<file path="src/rtl/rx_ctrl_pkg.sv">
// Shared types and helpers for the receive drain controller: drain FSM states,
// byte width, requester count and the two-way round-robin pick.
package rx_ctrl_pkg;

  typedef enum logic [1:0] {
    IDLE     = 2'd0,
    ACK      = 2'd1,
    WAIT_LOW = 2'd2
  } drain_state_t;

  localparam int RX_BYTE_W = 8;
  localparam int N_REQ     = 2;

  // One-hot grant: the favoured requester if it asks, otherwise the other one.
  function automatic logic [N_REQ-1:0] rr_pick(input logic [N_REQ-1:0] req_v,
                                               input logic             ptr);
    logic [N_REQ-1:0] g;
    g = '0;
    if (req_v[ptr]) begin
      g[ptr] = 1'b1;
    end else if (req_v[~ptr]) begin
      g[~ptr] = 1'b1;
    end
    return g;
  endfunction

endpackage

</file>
<file path="src/rtl/rx_sync_fifo.sv">
// Single-clock byte FIFO with registered count/full/empty flags.
// Head entry is presented combinationally; a push never bypasses to the read side.
module rx_sync_fifo #(
  parameter int DEPTH = 8,
  parameter int W     = 8
) (
  input  logic                       clk,
  input  logic                       rst,
  input  logic                       push_i,
  input  logic [W-1:0]               wdata_i,
  input  logic                       pop_i,
  output logic [W-1:0]               rdata_o,
  output logic [$clog2(DEPTH):0]     count_o,
  output logic                       full_o,
  output logic                       empty_o
);

  localparam int AW = $clog2(DEPTH);
  localparam int CW = AW + 1;
  localparam logic [AW-1:0] PTR_INC = AW'(1);
  localparam logic [CW-1:0] CNT_INC = CW'(1);
  localparam logic [CW-1:0] CNT_MAX = CW'(DEPTH);

  logic [W-1:0]  mem_q [DEPTH];
  logic [AW-1:0] wr_ptr_q, wr_ptr_d;
  logic [AW-1:0] rd_ptr_q, rd_ptr_d;
  logic [CW-1:0] count_q, count_d;
  logic          full_q, empty_q;
  logic          do_push, do_pop;

  // Flags gate the strobes so a stray request can never corrupt pointers.
  assign do_push = push_i & ~full_q;
  assign do_pop  = pop_i & ~empty_q;

  always_comb begin
    wr_ptr_d = wr_ptr_q;
    rd_ptr_d = rd_ptr_q;
    count_d  = count_q;
    if (do_push) begin
      wr_ptr_d = wr_ptr_q + PTR_INC;
    end
    if (do_pop) begin
      rd_ptr_d = rd_ptr_q + PTR_INC;
    end
    case ({do_push, do_pop})
      2'b10:   count_d = count_q + CNT_INC;
      2'b01:   count_d = count_q - CNT_INC;
      default: count_d = count_q;
    endcase
  end

  always_ff @(posedge clk) begin
    if (rst) begin
      wr_ptr_q <= '0;
      rd_ptr_q <= '0;
      count_q  <= '0;
      full_q   <= 1'b0;
      empty_q  <= 1'b1;
    end else begin
      wr_ptr_q <= wr_ptr_d;
      rd_ptr_q <= rd_ptr_d;
      count_q  <= count_d;
      full_q   <= (count_d == CNT_MAX);
      empty_q  <= (count_d == '0);
    end
  end

  always_ff @(posedge clk) begin
    if (do_push) begin
      mem_q[wr_ptr_q] <= wdata_i;
    end
  end

  assign rdata_o = mem_q[rd_ptr_q];
  assign count_o = count_q;
  assign full_o  = full_q;
  assign empty_o = empty_q;

endmodule

</file>
<file path="src/rtl/rx_drain_ctrl.sv">
// Drains receiver bytes into a FIFO with a data_ready/data_read handshake,
// shares them between two consumers round-robin, and counts receiver errors.
module rx_drain_ctrl
  import rx_ctrl_pkg::*;
#(
  parameter int FIFO_DEPTH = 8,
  parameter int ERR_CNT_W  = 8
) (
  input  logic                         clk,
  input  logic                         rst,
  input  logic                         rx_data_ready,
  input  logic [RX_BYTE_W-1:0]         rx_data,
  input  logic                         rx_overrun,
  input  logic                         rx_framing,
  output logic                         rx_data_read,
  input  logic [N_REQ-1:0]             req,
  output logic [N_REQ-1:0]             gnt,
  output logic                         rd_valid,
  output logic [RX_BYTE_W-1:0]         rd_data,
  output logic [$clog2(FIFO_DEPTH):0]  fifo_count,
  output logic                         fifo_full,
  output logic                         fifo_empty,
  output logic [ERR_CNT_W-1:0]         overrun_cnt,
  output logic [ERR_CNT_W-1:0]         framing_cnt,
  input  logic                         clr_cnt
);

  localparam logic [ERR_CNT_W-1:0] ERR_ONE = ERR_CNT_W'(1);

  function automatic logic [ERR_CNT_W-1:0] sat_inc(input logic [ERR_CNT_W-1:0] v);
    return (&v) ? v : v + ERR_ONE;
  endfunction

  drain_state_t           state_q, state_d;
  logic                   push, pop;
  logic                   rx_data_read_q;
  logic [N_REQ-1:0]       gnt_q, gnt_d;
  logic                   rd_valid_q;
  logic [RX_BYTE_W-1:0]   rd_data_q, rd_data_d;
  logic                   rr_ptr_q, rr_ptr_d;
  logic [RX_BYTE_W-1:0]   fifo_rdata;
  logic                   ovr_dly_q, frm_dly_q;
  logic [ERR_CNT_W-1:0]   ovr_cnt_q, ovr_cnt_d;
  logic [ERR_CNT_W-1:0]   frm_cnt_q, frm_cnt_d;

  rx_sync_fifo #(
    .DEPTH (FIFO_DEPTH),
    .W     (RX_BYTE_W)
  ) u_fifo (
    .clk     (clk),
    .rst     (rst),
    .push_i  (push),
    .wdata_i (rx_data),
    .pop_i   (pop),
    .rdata_o (fifo_rdata),
    .count_o (fifo_count),
    .full_o  (fifo_full),
    .empty_o (fifo_empty)
  );

  // Registered flags decide pop; a byte pushed this edge is not poppable until the next.
  assign pop = ~fifo_empty & (req != '0);

  always_comb begin
    state_d = state_q;
    push    = 1'b0;
    case (state_q)
      IDLE: begin
        if (rx_data_ready && !fifo_full) begin
          push    = 1'b1;
          state_d = ACK;
        end
      end
      ACK: begin
        state_d = WAIT_LOW;
      end
      WAIT_LOW: begin
        // Hold off until the receiver drops ready so one byte is never captured twice.
        if (!rx_data_ready) begin
          state_d = IDLE;
        end
      end
      default: begin
        state_d = IDLE;
      end
    endcase
  end

  always_comb begin
    gnt_d     = '0;
    rr_ptr_d  = rr_ptr_q;
    rd_data_d = rd_data_q;
    if (pop) begin
      gnt_d     = rr_pick(req, rr_ptr_q);
      rr_ptr_d  = gnt_d[0];
      rd_data_d = fifo_rdata;
    end
  end

  always_comb begin
    ovr_cnt_d = ovr_cnt_q;
    frm_cnt_d = frm_cnt_q;
    if (clr_cnt) begin
      ovr_cnt_d = '0;
      frm_cnt_d = '0;
    end else begin
      if (rx_overrun && !ovr_dly_q) begin
        ovr_cnt_d = sat_inc(ovr_cnt_q);
      end
      if (rx_framing && !frm_dly_q) begin
        frm_cnt_d = sat_inc(frm_cnt_q);
      end
    end
  end

  always_ff @(posedge clk) begin
    if (rst) begin
      state_q        <= IDLE;
      rx_data_read_q <= 1'b0;
      gnt_q          <= '0;
      rd_valid_q     <= 1'b0;
      rd_data_q      <= '0;
      rr_ptr_q       <= 1'b0;
      ovr_dly_q      <= 1'b0;
      frm_dly_q      <= 1'b0;
      ovr_cnt_q      <= '0;
      frm_cnt_q      <= '0;
    end else begin
      state_q        <= state_d;
      rx_data_read_q <= push;
      gnt_q          <= gnt_d;
      rd_valid_q     <= pop;
      rd_data_q      <= rd_data_d;
      rr_ptr_q       <= rr_ptr_d;
      ovr_dly_q      <= rx_overrun;
      frm_dly_q      <= rx_framing;
      ovr_cnt_q      <= ovr_cnt_d;
      frm_cnt_q      <= frm_cnt_d;
    end
  end

  assign rx_data_read = rx_data_read_q;
  assign gnt          = gnt_q;
  assign rd_valid     = rd_valid_q;
  assign rd_data      = rd_data_q;
  assign overrun_cnt  = ovr_cnt_q;
  assign framing_cnt  = frm_cnt_q;

endmodule

</file>
<file path="config.mk">
export PLATFORM = sky130hd
export DESIGN_NAME = rx_drain_ctrl
export DESIGN_NICKNAME = d
export VERILOG_FILES = /design/src/rtl/rx_ctrl_pkg.sv /design/src/rtl/rx_sync_fifo.sv /design/src/rtl/rx_drain_ctrl.sv
export SDC_FILE = /design/constraint.sdc
export NUM_CORES = 1
export LEC_CHECK = 0
export BUFFER_PORTS_ARGS = -buffer_cell sky130_fd_sc_hd__buf_2
export CELL_PAD_IN_SITES_DETAIL_PLACEMENT = 1
export CELL_PAD_IN_SITES_GLOBAL_PLACEMENT = 2
export CORE_ASPECT_RATIO = 0.7
export CORE_MARGIN = 8
export CORE_UTILIZATION = 40
export CTS_CLUSTER_SIZE = 10
export DETAILED_ROUTE_END_ITERATION = 8
export HOLD_SLACK_MARGIN = 0.06
export MAX_ROUTING_LAYER = met4
export PLACE_DENSITY = 0.76
export SETUP_SLACK_MARGIN = 0.4
export SYNTH_ARGS = -nofsm -noshare
export SYNTH_HDL_FRONTEND = slang
export SYNTH_SLANG_ARGS = --single-unit
export TNS_END_PERCENT = 10
</file>
<file path="constraint.sdc">
create_clock -name clk -period 4.1 [get_ports clk]
set_input_delay 0.82 -clock clk [delete_from_list [all_inputs] [get_ports clk]]
set_output_delay 0.82 -clock clk [all_outputs]
set_load 0.02 [all_outputs]
</file>
==> out/results.ini <==
[timing]
finalMaxSlewViolations = 0
setup_viol = 0
rsz0062_at_grt = no
layout_setup_ws_ns = 1.309
tightest_slew_ns = 0.9415
setup_tns_ns = 0
slew_headroom = 0.3715
max_freq_mhz = 358.4
fin_crit_sh = 0.6806
skew_ns = 0.006068
period_minus_slack_ns = 2.791
timing.final.hold_violations = 0

[placement]
dpl.cell_count = 482
gp_congestion = 0.7664
placed_cell_area_mm2 = 0.004716
pre_cts_slack_ns = 0.8995
dp_hpwl_mm = 6.708
portBuffers = 49

[global_routing]
grt_first_pass_wirelength_mm = 14.79
grt_util_all_layers = 0.1412
grt_overflow = 0
first_global_vias = 2662
grt_antenna_before_repair = 0
grt_max_degree = 29

[logic_synthesis]
synth-main-ff-cell = edfxtp_1
synth_area_leader_cell = edfxtp_1
synthTopCellsByArea = edfxtp_1 44%, dfxtp_1 21%, mux4_2 8.3%
synth_cell_types = 42
syn_nets = 330
synth_most_common_cell = edfxtp_1
synth_top_cell_area_share = 0.4450
ys_async_sr_fraction = 0
yosys_warnings = 0
synth_common_cells = 64 x edfxtp_1, 45 x dfxtp_1, 38 x nor2_1
synth-seq-cells = 109
synth-seq-area-share = 0.6535
synth_area_mm2 = 0.004319
postSynthAreaPerCell_um2 = 14.02
synth_edf_count = 64
synth_cells = 308

[cells_and_area]
regArea_mm2 = 0.002823
final-instance-count-excl-fill = 498
design_area_mm2 = 0.005000
fin_nets = 383
area_growth_pct = 15.76
multi_input_area_mm2 = 0.001434
layout-drive-gt1-share = 0.2541
antenna_cells = 0
nFillCells = 1066

[drt]
drc = 0
ant_nets = 0
post_drt_wl_per_cell_um = 18.71
drt_wl_total_mm = 9.320
via_per_inst = 5.151
drt_iter0_drc = 133
vias = 2565
dr.pass1.iters = 4

[cts]
clkTransAtPathRegs_ns = 0.07
clockRootBuffer = clkbuf_16
cts_tree = done
clock_sinks = 109
cts_resized = 0
cts.path.max_buffers = 2
h-tree-depth = 3
numCtsBuffers = 9
cts_setup_buffers = 0
holdBufCountCts = 0
clock_latency_ns = 0.35

[floorplanning]
num_rows = 31
die_w_um = 140.2
start_util = 0.4140
design.core.area_mm2 = 0.01043
io_pins = 50
die_area_mm2 = 0.01443
die_y_um = 102.9

[run]
drv_cap = 0

[pwr]
power_switching_mw = 0.8766
ir_worst_vdd_uv = 249.2
seqPwrFrac = 0.481
p_total_mw = 2.855
p_int_mw = 1.979
power_frac_comb = 0.229
leakagePower_nw = 1.775
p_sw_frac = 0.3070
clkPwrFrac = 0.290
power_density_mw_per_mm2 = 571.1

[setup_path]
cp-end-kind = flop
critical_path_class = in -> reg
critical_path.cell_chain = buf_2 -> o21bai_1 -> buf_4 -> inv_1 -> nand2_1 -> xnor2_1 -> ha_1 -> a21oi_1 -> nor2b_1 -> a21oi_2 -> xnor2_1 -> nor4b_2
path_buf_inv = 3
critical_path.max_fanout = 22
cp_slowest_cell = inv_1
start_kind = input port
cp_top_family = buffers and inverters
cpMostUsedCell = xnor2_1
crit_arrival_ns = 3.05
cpPeakStageDelay_ns = 0.48
critPathRequiredTime_ns = 4.36

[hold_path]
min_path_type = reg -> reg

[outcome]
status = complete, no violations

[power by group through the flow]
| stage | clock, mW | combinational (mW) | sequential, mW |
|---|---|---|---|
| floorplan | 0 | 0.442 | 1.40 |
| global placement | 0 | 0.648 | 1.40 |
| detailed placement | 0 | 0.662 | 1.40 |
| CTS | 0.857 | 0.665 | 1.38 |
| global route | 0.891 | 0.718 | 1.39 |
| finish | 0.827 | 0.654 | 1.37 |
[sequential cells by signal (all words and copies together), names as in the netlist]
signal	count
framing_cnt	8
frm_dly_q	1
gnt	2
overrun_cnt	8
ovr_dly_q	1
rd_data	8
rd_valid	1
rr_ptr_q	1
rx_data_read	1
state_q	2
u_fifo.count_o	4
u_fifo.empty_o	1
u_fifo.full_o	1
u_fifo.mem_q	64
u_fifo.rd_ptr_q	3
u_fifo.wr_ptr_q	3
[cell usage in the layout, fill, tap and decap left out, drive strengths merged, types with 2 or more instances in the layout]
cell / count
edfxtp: 64
clkinv: 4
or3: 2
o21a: 2
a211oi: 9
and3: 4
clkbuf: 9
a21oi: 11
nor2b: 7
nand4: 6
inv: 5
ha: 6
nand2: 18
nor2: 38
o21ai: 4
mux2i: 9
buf: 54
nor4b: 2
mux4: 16
xnor2: 11
nand3: 5
nor3: 7
xor2: 9
dfxtp: 45
nand2b: 6
[per-layer routing]
| metal | vias to the layer above | GRT usage | routed length, µm |
|---|---|---|---|
| met3 | 14 | 0.03515 | 401 |
| li1 | 1249 | - | - |
| met4 | 0 | 0.05731 | 152 |
| met5 | - | - | 0 |
| met1 | 1271 | 0.1902 | 4686 |
| met2 | 31 | 0.2006 | 4080 |
[stage by stage]
step,util,hold slack (ns)
final,0.4792,0.4976
after global routing,0.4792,0.5140
after CTS,0.4792,0.5008
after detailed placement,0.4520,0.4913
after global placement,0.4520,0.4790
after floorplan,-,0.4613
[cell type report]
| cell class | count | share of cell area |
|---|---|---|
| Sequential cell | 109 | 0.5646 |
| Multi-Input combinational cell | 184 | 0.2868 |
| Timing Repair Buffer | 54 | 0.05656 |
| Clock buffer | 9 | 0.04505 |
| Tap cell | 132 | 0.03303 |
| Clock inverter | 7 | 0.01176 |
| Inverter | 3 | 0.002252 |
[cell families (layout without fill, tap and decap cells)]
kind of cell,Yosys count,after routing,synth area share
XOR/XNOR,20,20,0.04056
AND/OR/NAND/NOR,100,100,0.1170
AO/OA/AOI/OAI,33,33,0.05273
buffers and inverters,15,73,0.01448
adder cells (fa/ha/maj),6,6,0.01738
multiplexers,25,25,0.1043
flip-flops,109,109,0.6535
[final timing paths]
path | startpoint | endpoint | slack, ns | depth (start not counted)
worst max-delay path | req[1] | u_fifo.full_o | 1.31 | 12
worst min-delay path | framing_cnt[1] | framing_cnt[1] | 0.50 | 2
worst max register to register | u_fifo.empty_o | u_fifo.full_o | 1.44 | 11
worst min register to register | framing_cnt[1] | framing_cnt[1] | 0.50 | 2
[worst reg2reg max path, delay by kind of cell (launching register included)]
kind / cells / cell delay [ns]
and+or+nand+nor: 3 / 0.65
xor gates and xnor gates: 2 / 0.32
adders and majority gates: 1 / 0.18
AOI/OAI and AO/OA: 3 / 0.43
buffers and inverters: 2 / 0.63
DFF: 1 / 0.35
Note: power is estimated with default switching activity, not from simulation.
